$ cat src/rtl/traffic_phase_controller_if.sv
// traffic_phase_controller_if: run-control bundle between the
// load-test sources/sinks and the phase controller.
interface traffic_phase_controller_if #(
  parameter int unsigned PORTS = 16
);
  logic             start;
  logic [PORTS-1:0] inj_valid;
  logic [PORTS-1:0] ej_valid;
  logic [PORTS-1:0] ej_measure;
  logic [PORTS-1:0] fifo_error;

  logic             src_enable;
  logic             measure;
  logic [23:0]      timestamp;
  logic [2:0]       phase;
  logic             done;
  logic             drain_timeout;
  logic             overflow_err;
  logic [31:0]      total_in;
  logic [31:0]      meas_in;
  logic [31:0]      meas_out;
  logic [31:0]      meas_cycles;

  modport master (
    output start,
    output inj_valid,
    output ej_valid,
    output ej_measure,
    output fifo_error,
    input  src_enable,
    input  measure,
    input  timestamp,
    input  phase,
    input  done,
    input  drain_timeout,
    input  overflow_err,
    input  total_in,
    input  meas_in,
    input  meas_out,
    input  meas_cycles
  );

  modport slave (
    input  start,
    input  inj_valid,
    input  ej_valid,
    input  ej_measure,
    input  fifo_error,
    output src_enable,
    output measure,
    output timestamp,
    output phase,
    output done,
    output drain_timeout,
    output overflow_err,
    output total_in,
    output meas_in,
    output meas_out,
    output meas_cycles
  );
endinterface

$ cat src/rtl/traffic_phase_controller.sv
// traffic_phase_controller: sequences a load-test run
// IDLE -> WARMUP -> MEASURE -> DRAIN -> DONE with packet accounting.
module traffic_phase_controller #(
  parameter int unsigned PORTS         = 16,
  parameter int unsigned WARMUP_PKTS   = 2000,
  parameter int unsigned MEASURE_PKTS  = 20000,
  parameter int unsigned DRAIN_TIMEOUT = 65535
) (
  input  logic                      clk,
  input  logic                      rst,
  traffic_phase_controller_if.slave bus
);

  typedef enum logic [2:0] {
    S_IDLE    = 3'd0,
    S_WARMUP  = 3'd1,
    S_MEASURE = 3'd2,
    S_DRAIN   = 3'd3,
    S_DONE    = 3'd4
  } phase_e;

  phase_e      state_q, state_d;
  logic [23:0] ts_q, ts_d;
  logic [31:0] total_q, total_d;
  logic [31:0] min_q, min_d;
  logic [31:0] mout_q, mout_d;
  logic [31:0] mcyc_q, mcyc_d;
  logic [31:0] timer_q, timer_d;
  logic        dto_q, dto_d;
  logic        ovf_q, ovf_d;
  logic        src_en_q, src_en_d;
  logic        meas_q, meas_d;
  logic        done_q, done_d;

  logic [31:0] pop_inj;
  logic [31:0] pop_ej;
  logic        active;
  logic        timeout_hit;

  // Popcounts of this cycle's injections and measured ejections.
  always_comb begin
    pop_inj = '0;
    pop_ej  = '0;
    for (int i = 0; i < int'(PORTS); i++) begin
      pop_inj = pop_inj + 32'(bus.inj_valid[i]);
      pop_ej  = pop_ej
              + 32'(bus.ej_valid[i] & bus.ej_measure[i]);
    end
  end

  assign active = (state_q == S_WARMUP)
               || (state_q == S_MEASURE)
               || (state_q == S_DRAIN);

  // Timer counts from 0 on DRAIN entry; the cycle holding
  // DRAIN_TIMEOUT-1 is the last one spent in DRAIN.
  assign timeout_hit =
    ({1'b0, timer_q} + 33'd1) >= 33'(DRAIN_TIMEOUT);

  // Next phase and next value of every counter and flag.
  always_comb begin
    state_d = state_q;
    ts_d    = ts_q;
    total_d = total_q;
    min_d   = min_q;
    mout_d  = mout_q;
    mcyc_d  = mcyc_q;
    timer_d = timer_q;
    dto_d   = dto_q;
    ovf_d   = ovf_q;

    if (active) begin
      ts_d    = ts_q + 24'd1;
      total_d = total_q + pop_inj;
      if (|bus.fifo_error)
        ovf_d = 1'b1;
    end

    unique case (state_q)
      S_IDLE, S_DONE: begin
        if (bus.start) begin
          state_d = S_WARMUP;
          ts_d    = '0;
          total_d = '0;
          min_d   = '0;
          mout_d  = '0;
          mcyc_d  = '0;
          timer_d = '0;
          dto_d   = 1'b0;
          ovf_d   = 1'b0;
        end
      end
      S_WARMUP: begin
        if (total_d >= WARMUP_PKTS)
          state_d = S_MEASURE;
      end
      S_MEASURE: begin
        min_d  = min_q + pop_inj;
        mcyc_d = mcyc_q + 32'd1;
        mout_d = mout_q + pop_ej;
        if (min_d >= MEASURE_PKTS) begin
          state_d = S_DRAIN;
          timer_d = '0;
        end
      end
      S_DRAIN: begin
        mout_d  = mout_q + pop_ej;
        timer_d = timer_q + 32'd1;
        if (mout_d >= min_q) begin
          state_d = S_DONE;
        end else if (timeout_hit) begin
          state_d = S_DONE;
          dto_d   = 1'b1;
        end
      end
      default: begin
        state_d = S_IDLE;
      end
    endcase

    src_en_d = (state_d == S_WARMUP)
            || (state_d == S_MEASURE)
            || (state_d == S_DRAIN);
    meas_d   = (state_d == S_MEASURE);
    done_d   = (state_d == S_DONE);
  end

  // State and output registers with synchronous reset.
  always_ff @(posedge clk) begin
    if (rst) begin
      state_q  <= S_IDLE;
      ts_q     <= '0;
      total_q  <= '0;
      min_q    <= '0;
      mout_q   <= '0;
      mcyc_q   <= '0;
      timer_q  <= '0;
      dto_q    <= 1'b0;
      ovf_q    <= 1'b0;
      src_en_q <= 1'b0;
      meas_q   <= 1'b0;
      done_q   <= 1'b0;
    end else begin
      state_q  <= state_d;
      ts_q     <= ts_d;
      total_q  <= total_d;
      min_q    <= min_d;
      mout_q   <= mout_d;
      mcyc_q   <= mcyc_d;
      timer_q  <= timer_d;
      dto_q    <= dto_d;
      ovf_q    <= ovf_d;
      src_en_q <= src_en_d;
      meas_q   <= meas_d;
      done_q   <= done_d;
    end
  end

  assign bus.phase         = state_q;
  assign bus.timestamp     = ts_q;
  assign bus.total_in      = total_q;
  assign bus.meas_in       = min_q;
  assign bus.meas_out      = mout_q;
  assign bus.meas_cycles   = mcyc_q;
  assign bus.drain_timeout = dto_q;
  assign bus.overflow_err  = ovf_q;
  assign bus.src_enable    = src_en_q;
  assign bus.measure       = meas_q;
  assign bus.done          = done_q;

endmodule

$ cat src/flat_wrapper.sv
// flat-port wrapper written by rule: the top's interface ports become plain ports
module traffic_phase_controller_flat 
#(
  parameter int unsigned PORTS         = 16,
  parameter int unsigned WARMUP_PKTS   = 2000,
  parameter int unsigned MEASURE_PKTS  = 20000,
  parameter int unsigned DRAIN_TIMEOUT = 65535
)
  (clk, rst, bus_start, bus_inj_valid, bus_ej_valid, bus_ej_measure, bus_fifo_error, bus_src_enable, bus_measure, bus_timestamp, bus_phase, bus_done, bus_drain_timeout, bus_overflow_err, bus_total_in, bus_meas_in, bus_meas_out, bus_meas_cycles);
  traffic_phase_controller_if #(.PORTS(PORTS)) bus_i ();
  input  logic clk;
  input  logic rst;
  input wire logic [$bits(bus_i.start)-1:0] bus_start;
  input wire logic [$bits(bus_i.inj_valid)-1:0] bus_inj_valid;
  input wire logic [$bits(bus_i.ej_valid)-1:0] bus_ej_valid;
  input wire logic [$bits(bus_i.ej_measure)-1:0] bus_ej_measure;
  input wire logic [$bits(bus_i.fifo_error)-1:0] bus_fifo_error;
  output wire logic [$bits(bus_i.src_enable)-1:0] bus_src_enable;
  output wire logic [$bits(bus_i.measure)-1:0] bus_measure;
  output wire logic [$bits(bus_i.timestamp)-1:0] bus_timestamp;
  output wire logic [$bits(bus_i.phase)-1:0] bus_phase;
  output wire logic [$bits(bus_i.done)-1:0] bus_done;
  output wire logic [$bits(bus_i.drain_timeout)-1:0] bus_drain_timeout;
  output wire logic [$bits(bus_i.overflow_err)-1:0] bus_overflow_err;
  output wire logic [$bits(bus_i.total_in)-1:0] bus_total_in;
  output wire logic [$bits(bus_i.meas_in)-1:0] bus_meas_in;
  output wire logic [$bits(bus_i.meas_out)-1:0] bus_meas_out;
  output wire logic [$bits(bus_i.meas_cycles)-1:0] bus_meas_cycles;
  assign bus_i.start = bus_start;
  assign bus_i.inj_valid = bus_inj_valid;
  assign bus_i.ej_valid = bus_ej_valid;
  assign bus_i.ej_measure = bus_ej_measure;
  assign bus_i.fifo_error = bus_fifo_error;
  assign bus_src_enable = bus_i.src_enable;
  assign bus_measure = bus_i.measure;
  assign bus_timestamp = bus_i.timestamp;
  assign bus_phase = bus_i.phase;
  assign bus_done = bus_i.done;
  assign bus_drain_timeout = bus_i.drain_timeout;
  assign bus_overflow_err = bus_i.overflow_err;
  assign bus_total_in = bus_i.total_in;
  assign bus_meas_in = bus_i.meas_in;
  assign bus_meas_out = bus_i.meas_out;
  assign bus_meas_cycles = bus_i.meas_cycles;
  traffic_phase_controller #(.PORTS(PORTS), .WARMUP_PKTS(WARMUP_PKTS), .MEASURE_PKTS(MEASURE_PKTS), .DRAIN_TIMEOUT(DRAIN_TIMEOUT)) u_core (.clk(clk), .rst(rst), .bus(bus_i));
endmodule
$ cat config.mk
export PLATFORM = sky130hd
export DESIGN_NAME = traffic_phase_controller_flat
export DESIGN_NICKNAME = d
export VERILOG_FILES = /design/src/rtl/traffic_phase_controller_if.sv /design/src/rtl/traffic_phase_controller.sv /design/src/flat_wrapper.sv
export SDC_FILE = /design/constraint.sdc
export NUM_CORES = 1
export LEC_CHECK = 0
export CAP_MARGIN = 20
export CORE_UTILIZATION = 40
export DETAILED_ROUTE_END_ITERATION = 12
export SLEW_MARGIN = 30
export SYNTH_ARGS = -nofsm -noshare
export SYNTH_HDL_FRONTEND = slang
export SYNTH_SLANG_ARGS = --single-unit
$ cat constraint.sdc
create_clock -name clk -period 10.8 [get_ports clk]
set_clock_uncertainty 0.05 [all_clocks]
set_input_delay 1.62 -clock clk [delete_from_list [all_inputs] [get_ports clk]]
set_output_delay 1.62 -clock clk [all_outputs]
set_load 0.005 [all_outputs]
* Yosys cells after proc, flatten, opt, wreduce, memory -nomap -nowiden
Index checks and enable logic that the tools add are counted.
** Operators by class
- Multiply operators :: 0
- $add $sub $neg :: 37
- Order comparisons :: 4
- Bitwise operators :: 16
- Multiplexer cells :: 26
- Reductions and logical operators :: 16
- Eq/ne operators :: 12
- Shift operators :: 0
- Div/mod/pow operators :: 0
** Operators by type and width (count)
- $add A32 B32 Y32 :: 18
- $add A32 B1 Y32 :: 14
- $pmux W32 S2 :: 3
- $mux W32 :: 5
- $pmux W32 S3 :: 1
- $mux W24 :: 3
- $add A32 B1 Y32 const B :: 2
- $add A32 B1 Y33 const B :: 1
- $ge A33 B16 Y1 const B :: 1
- $ge A32 B11 Y1 const B :: 1
- $ge A32 B15 Y1 const B :: 1
- $ge A32 B32 Y1 :: 1
- $add A24 B1 Y24 const B :: 1
- $and A1 B1 Y1 :: 16
- $reduce_or A16 Y1 :: 1
- $mux W3 :: 5
- $eq A3 B2 Y1 const B :: 4
- $pmux W3 S4 :: 1
- $mux W1 :: 7
- $eq A3 B1 Y1 const B :: 2
- $eq A3 B3 Y1 const B :: 2
- $ne A2 B2 Y1 const B :: 3
- $reduce_bool A2 Y1 :: 3
- $logic_or A1 B1 Y1 :: 4
- other kinds (9) :: 11
** Word-level totals
- Bits in registers :: 192
- Bits in latches :: 0
- Word-level logic and storage cells :: 123
- Bits in writable memories :: 0
- Memory bits (read-only) :: 0
- Memories kept :: 0

* Depth between registers and ports, before layout
Gate-level depths: netlist (run 1).
- Depth in word-level cells :: 23
- Depth in mapped cells :: 28
- Mapped depth without buffers :: 28

* Least setup slack after synthesis (run 1)
OpenSTA, ideal clock, no wires.
- Path type :: in2reg
- From :: input bus_ej_valid[14]
- To :: register u_core.meas_q (netlist: u_core.bus.measure)
- Path buffers :: 0
- Data required time :: 10659 ps
- Setup time :: 91 ps
- Stages on the path :: 26
- Arrival time :: 7562 ps
- Setup slack :: 3097 ps
- Path through :: nand2_1 fa_1 inv_1 fa_1 inv_1 fa_1 inv_1 fa_1 fa_1 inv_1 fa_1 nor2b_1 o21ai_0 a21oi_1 o2111ai_1 nor4_1 nand3_1 xnor2_1 ha_1 nand4_1 nor4_1 o21ai_0 o21ai_0 nand4b_1 nand4_1 a311oi_1
** Between the ends
- Cells in the longest elaborated chain, start to end :: 8
** Ends and longest elaborated chain
- start, declared :: line flat_wrapper.sv:15 : input wire logic [$bits(bus_i.ej_valid)-1:0] bus_ej_valid;
- $and A1 B1 Y1 :: line traffic_phase_controller.sv:47 : + 32'(bus.ej_valid[i] & bus.ej_measure[i]);
- $add A32 B32 Y32 (2 in a row) :: line traffic_phase_controller.sv:47
- $add A32 B32 Y32 :: line traffic_phase_controller.sv:107 : mout_d = mout_q + pop_ej;
- $ge A32 B32 Y1 :: line traffic_phase_controller.sv:109 : if (mout_d >= min_q) begin
- $mux W3 :: line traffic_phase_controller.sv:109
- $pmux W3 S4 :: line traffic_phase_controller.sv:79 : unique case (state_q)
- $eq A3 B2 Y1 :: line traffic_phase_controller.sv:124 : meas_d = (state_d == S_MEASURE);
- end signal, assigned :: line traffic_phase_controller.sv:154 : meas_q <= meas_d;
- end, declared :: line traffic_phase_controller.sv:32 : logic meas_q, meas_d;
Every way passes these cells.
A chain may end at the register's enable or synchronous reset.

* Worst setup path in the final report (run 1)
Ends and elaborated chain as after synthesis.

==> results.toml, run 1 <==
[run]
cap_violations = 0

[layout]
nNetsFinal = 1984
multiInputGateArea_um2 = 8340
seq_area_um2 = 3840
final_util_pct = 50.6
antenna_cells_inserted = 0
n_fill_cell = 3063
drive_above_1_share_pct = 4.98
syn_to_final_growth_pct = 24.2

[floorplanning]
rows = 65
boundaryPins = 227
fp.coreArea_um2 = 31600
die_height_um = 181
initial_core_util_pct = 40.7
die_area_um2 = 32800
fp.dieW_um = 181

[placed_design]
dp_hpwl_um = 26700
port-buffer-count = 226
place_congestion = 0.875
pre_cts_slack_ns = 1.56

[grt]
antenna_found_initial = 0
grt.total_usage_pct = 22.2
overflow = 0
grt_max_degree = 60
grt_pass1_wl_um = 59600
grt_pass1_vias = 11700

[sta]
timing.hold.ws_ns = 0.425
fmax_mhz = 114
final-hold-violation-count = 0
tightest_slew_ns = 0.895
timing.final.max_slew_violations = 0
period_share_pct = 81.2
setup_tns_ns = 0
maxSlewHeadroom_pct = 38.8
finalWorstSetupSlack_ns = 2.03
post-route-min-period_ns = 8.77
setup_viol = 0
rsz0062_at_grt = "false"

[power]
powerDensity_nw_per_um2 = 110
power_uw = 1750
combPwrFrac_pct = 21.2
ir_drop_mv = 0.113
power.switching_uw = 526
p_seq_share_pct = 40.8
sw_frac_of_total_pct = 30.0
clkPwrFrac_pct = 37.9
internal_power_uw = 1230
p_leak_uw = 0.00564

[route]
avgViaCountPerCell = 5.60
wire_per_inst_um = 16.3
num_vias = 12600
first_iter_violations = 837
wl_met1_um = 17200
drt_first_pass_iters = 5
drc = 0
wirelength_um = 36800
wl_met2_um = 17100
ant_nets = 0
maxUsedRoutingLayer = "met4"
dr_wl_met3_um = 1920

[clocking]
cts_made_buffers = 17
insertion_delay_ns = 0.46
cts.clk_slew.worst_paths_ns = 0.08
ctsLongestPathBuffers = 2
cts_setup_buffers = 0
ctsHoldBuffers = 0
cts_tree = "yes"
h-tree-depth = 4
cts_root_buf = "clkbuf_16"
post_cts_resized = 0
clock-sinks = 192

[logic_synthesis]
synth_cells = 1666
syn_area_per_cell_um2 = 7.71
syn_area_um2 = 12800
synth_flop_cell = "dfxtp_1"
syn_nets = 1816
postSynth.asyncResetShare_pct = 0
ys_ff_latch = 192
synth_edf_count = 0
synth.most_common_cell = "nor2_1"
yosys.area.top_type_share_pct = 29.9
ys_top_cells_by_count = "nor2_1, dfxtp_1, nand2_1"
yosys.cell_types.count = 77
synth_area_leaders = "dfxtp_1, nor2_1, ha_1, nand2_1, a21oi_1"
yosys_warnings = 0
synth_largest_area_cell = "dfxtp_1"
yosysSeqAreaShare_pct = 29.9

[critical_path]
critPathKind = "in -> reg"
end_kind = "flip-flop"
crit_arrival_ns = 9.09
path_max_fanout = 7
start_kind = "input pin"
cp.required_ns = 11.12

[run_status]
outcome = "completed"

[min_path]
hold_class = "reg -> reg"
cells in the final DEF (no fill, tap or decap), drive strengths merged, types with 34 or more instances in the layout:
| cell type | instances |
|---|---|
| clkdlybuf4s50 | 225 |
| nor2 | 202 |
| dfxtp | 192 |
| nand2 | 160 |
| a21oi | 115 |
| nand3 | 111 |
| inv | 95 |
| o21ai | 61 |
| ha | 59 |
| nor3 | 55 |
| xnor2 | 47 |
| xor2 | 47 |
| and3 | 44 |
| nand4 | 39 |
| a311oi | 34 |
critical path, stage by stage:
cell             delay [ns]
clkdlybuf4s50_1        0.45
nand2_1                0.07
fa_1                   0.53
inv_1                  0.05
fa_1                   0.49
inv_1                  0.05
fa_1                   0.47
inv_1                  0.05
fa_1                   0.57
fa_1                   0.20
inv_1                  0.06
fa_1                   0.39
nor2b_1                0.12
o21ai_0                0.10
a21oi_1                0.34
o2111ai_1              0.35
nor4_1                 0.74
nand3_1                0.25
xnor2_1                0.19
ha_1                   0.30
nand4_1                0.16
nor4_1                 0.42
o21ai_0                0.13
o21ai_0                0.33
nand4b_1               0.25
nand4_1                0.14
a311oi_1               0.27
sequential cells by signal, summed over array words and instances, names as in the netlist:
name                      cells
u_core.bus.drain_timeout      1
u_core.bus.timestamp         24
u_core.timer_q               32
u_core.bus.phase              3
u_core.bus.meas_in           32
u_core.bus.src_enable         1
u_core.bus.overflow_err       1
u_core.bus.done               1
u_core.bus.meas_out          32
u_core.bus.meas_cycles       32
u_core.bus.total_in          32
u_core.bus.measure            1
cell families after synthesis:
kind of cell    synth area share, %
simple gates                   28.7
flops                          29.9
xor+xnor                       6.41
fa+ha+maj                      9.48
compound gates                 19.4
buf+inv                        5.27
mux                           0.896
final timing paths:
path	startpoint	to	slack, ns	cells past startpoint
hold reg to reg	u_core.bus.total_in[2]	u_core.bus.total_in[2]	0.42	2
setup reg to reg	u_core.bus.meas_out[0]	u_core.bus.measure	3.83	23
hold / removal	u_core.bus.total_in[2]	u_core.bus.total_in[2]	0.42	2
setup / recovery	bus_ej_valid[14]	u_core.bus.measure	2.03	27
cell type report:
cell class,count,share of cell area [%]
Inverter,88,2.07
Tap cell,402,3.15
Multi-Input combinational cell,1298,52.3
Clock inverter,14,1.07
Sequential cell,192,24.1
Timing Repair Buffer,237,14.7
Clock buffer,18,2.69
metal layers:
| layer | GRT usage, % | vias up |
|---|---|---|
| met3 | 4.86 | 38 |
| li1 | - | 6315 |
| met5 | 0 | - |
| met4 | 6.81 | 0 |
| met1 | 29.3 | 5926 |
| met2 | 36.1 | 320 |
power by group through the flow:
stage                     sequential [uW]  clock [uW]  combinational [uW]
after global placement                732           0                 365
after detailed placement              732           0                 374
after global routing                  716         713                 424
after CTS                             716         683                 377
after floorplan                       731           0                 267
final                                 716         665                 372
per-stage QoR:
stage	std cells	cell area, um2
6_report	2249	16000
5_1_grt	2249	16000
4_1_cts	2249	16000
3_5_place_dp	2217	15400
3_3_place_gp	2217	15400
2_1_floorplan	1666	12800
No activity file was read; power rests on OpenSTA's default activity.
==> run 2: changes to the inputs <==
Settings changed: PLACE_DENSITY set to 0.66.
Clock period 10.8 ns to 7.65 ns, I/O delays scaled along.
==> run 2 against run 1 <==
  * Cell area grew 2.9%
  * Critical endpoint unchanged
  * Non-clock buffer count grew 62
  * Critical path type unchanged
  * Critical path depth grew 1
  * Worst hold slack gained 0.0030 ns
  * Sequential share of layout area shrank 0.69 points
==> results.toml, run 2 (synthesized netlist as in run 1, its figures left out) <==
[placed_design]
place_congestion = 0.924
dp_hpwl_um = 27000
dp.cells = 2278
placed_area_um2 = 15800
port-buffer-count = 226

[min_path]
hold_class = "reg -> reg"
hold_path_depth = 2

[grt]
overflow = 0
antenna_found_initial = 0
met2_usage_pct = 37.2
grt_pass1_wl_um = 61000
grt_pass1_vias = 12200
grt.total_usage_pct = 22.5
grtUsageMet1_pct = 29.1
grt_max_degree = 71
gr-usage-met3_pct = 5.22
grt.busiest_layer = "met2"

[route]
ant_nets = 0
first_iter_violations = 896
drt_first_pass_iters = 5
drc = 0
wirelength_um = 37200
wire_per_inst_um = 16.1
num_vias = 13000
avgViaCountPerCell = 5.65

[floorplanning]
rows = 65
boundaryPins = 227
fp.dieW_um = 181
die_height_um = 181
fp.coreArea_um2 = 31600
initial_core_util_pct = 40.7
die_area_um2 = 32800

[sta]
maxSlewHeadroom_pct = 42.1
timing.hold.ws_ns = 0.428
final-hold-violation-count = 0
fmax_mhz = 136
post-route-min-period_ns = 7.37
tightest_slew_ns = 0.866
setup_viol = 0
period_share_pct = 96.3
timing.final.max_slew_violations = 0

[run_status]
outcome = "completed"

[layout]
nNetsFinal = 2046
fin_cells = 2311
syn_to_final_growth_pct = 27.9
antenna_cells_inserted = 0
final_common_cell = "clkdlybuf4s50_1"
final_util_pct = 52.1
drive_above_1_share_pct = 8.49
mostFrequentLayoutCells = "clkdlybuf4s50_1, nor2_1, dfxtp_1, nand2_1, a21oi_1"
finalInstanceArea_um2 = 16400

[critical_path]
worstRegToRegCells = 24
critPathKind = "in -> reg"
worst_path_max_delay_cell = "fa_1"
end_kind = "flip-flop"
cp_num_cells = 28
start_kind = "input pin"
crit_arrival_ns = 7.69
path_common_cell = "fa_1"
path_buf_inv = 8
reg2reg_setup_slack_ns = 1.65
slowest_delay_ns = 0.56
path_max_fanout = 3
cp.required_ns = 7.97
critPathTopFamily = "adder cells"

[clocking]
clock-sinks = 192
insertion_delay_ns = 0.46
cts_root_buf = "clkbuf_16"
cts_tree = "yes"
ctsLongestPathBuffers = 2
h-tree-depth = 4
cts.clk_slew.worst_paths_ns = 0.08
cts_setup_buffers = 0
cts_made_buffers = 17
ctsHoldBuffers = 0
post_cts_resized = 1

[power]
ir_drop_mv = 0.177
p_leak_uw = 0.00590
powerDensity_nw_per_um2 = 151

[run]
cap_violations = 0
-- run 2: cell types whose count changed in the layout (fill, tap and decap cells not counted), moves of 3 or more --
| cell | previous run | this run |
|---|---|---|
| inv_6 | 5 | 1 |
| clkinv_4 | 5 | 2 |
| nor4_2 | 2 | 5 |
| clkinvlp_4 | 0 | 7 |
| nor4_1 | 21 | 18 |
| buf_4 | 12 | 72 |
-- run 2: layer usage --
metal  routed length (um)  up-vias
met1                16800     6156
met5                    0        -
met3                 2260       37
met2                17500      406
met4                  645        0
li1                     -     6448
-- run 2: stage by stage --
| stage | setup TNS [ns] | power, uW | worst slack, ns |
|---|---|---|---|
| 3_3_place_gp | -1.33 | 1620 | -0.293 |
| 4_1_cts | 0 | 2500 | 0.112 |
| 5_1_grt | -0.0610 | 2620 | -0.0610 |
| 2_1_floorplan | 0 | 1410 | 0.420 |
| 6_report | 0 | 2480 | 0.281 |
| 3_5_place_dp | -3.77 | 1640 | -0.455 |
-- run 2: worst paths after layout --
kind,end,start
worst min register to register,u_core.bus.overflow_err,u_core.bus.overflow_err
worst min-delay path,u_core.bus.overflow_err,u_core.bus.overflow_err
worst max-delay path,u_core.bus.measure,bus_ej_measure[14]
worst max register to register,u_core.bus.measure,u_core.bus.meas_out[0]
-- run 2: worst reg2reg max path: stages, from the launching register on --
cell and delay (ns):
dfxtp_1 0.35, inv_1 0.07, fa_1 0.50, fa_1 0.55, inv_1 0.06, fa_1 0.56, fa_1 0.20, inv_1 0.05
fa_1 0.37, nor2b_1 0.14, o21ai_1 0.10, a21oi_2 0.21, buf_4 0.15, o21ba_2 0.14, nand3_1 0.11, xnor2_1 0.15
ha_1 0.31, and4_1 0.23, nor4b_1 0.18, a2111oi_2 0.46, o21ai_0 0.16, buf_4 0.16, nand4b_1 0.21, buf_4 0.19
a311oi_1 0.24
-- run 2: where the power goes --
part | switching (uW) | internal (uW) | total, uW
registers | 7.38 | 1000 | 1010
clock network | 438 | 420 | 858
logic | 315 | 297 | 612
-- run 2: final cells by class --
cell class                 count  area [um2]
timing repair buffer         299        2830
sequential                   192        3840
inverter                      88         330
multi-input combinational   1298        8390
clock buffer                  18         429
fill                        3044       15100
tap                          402         503
clock inverter                14         111
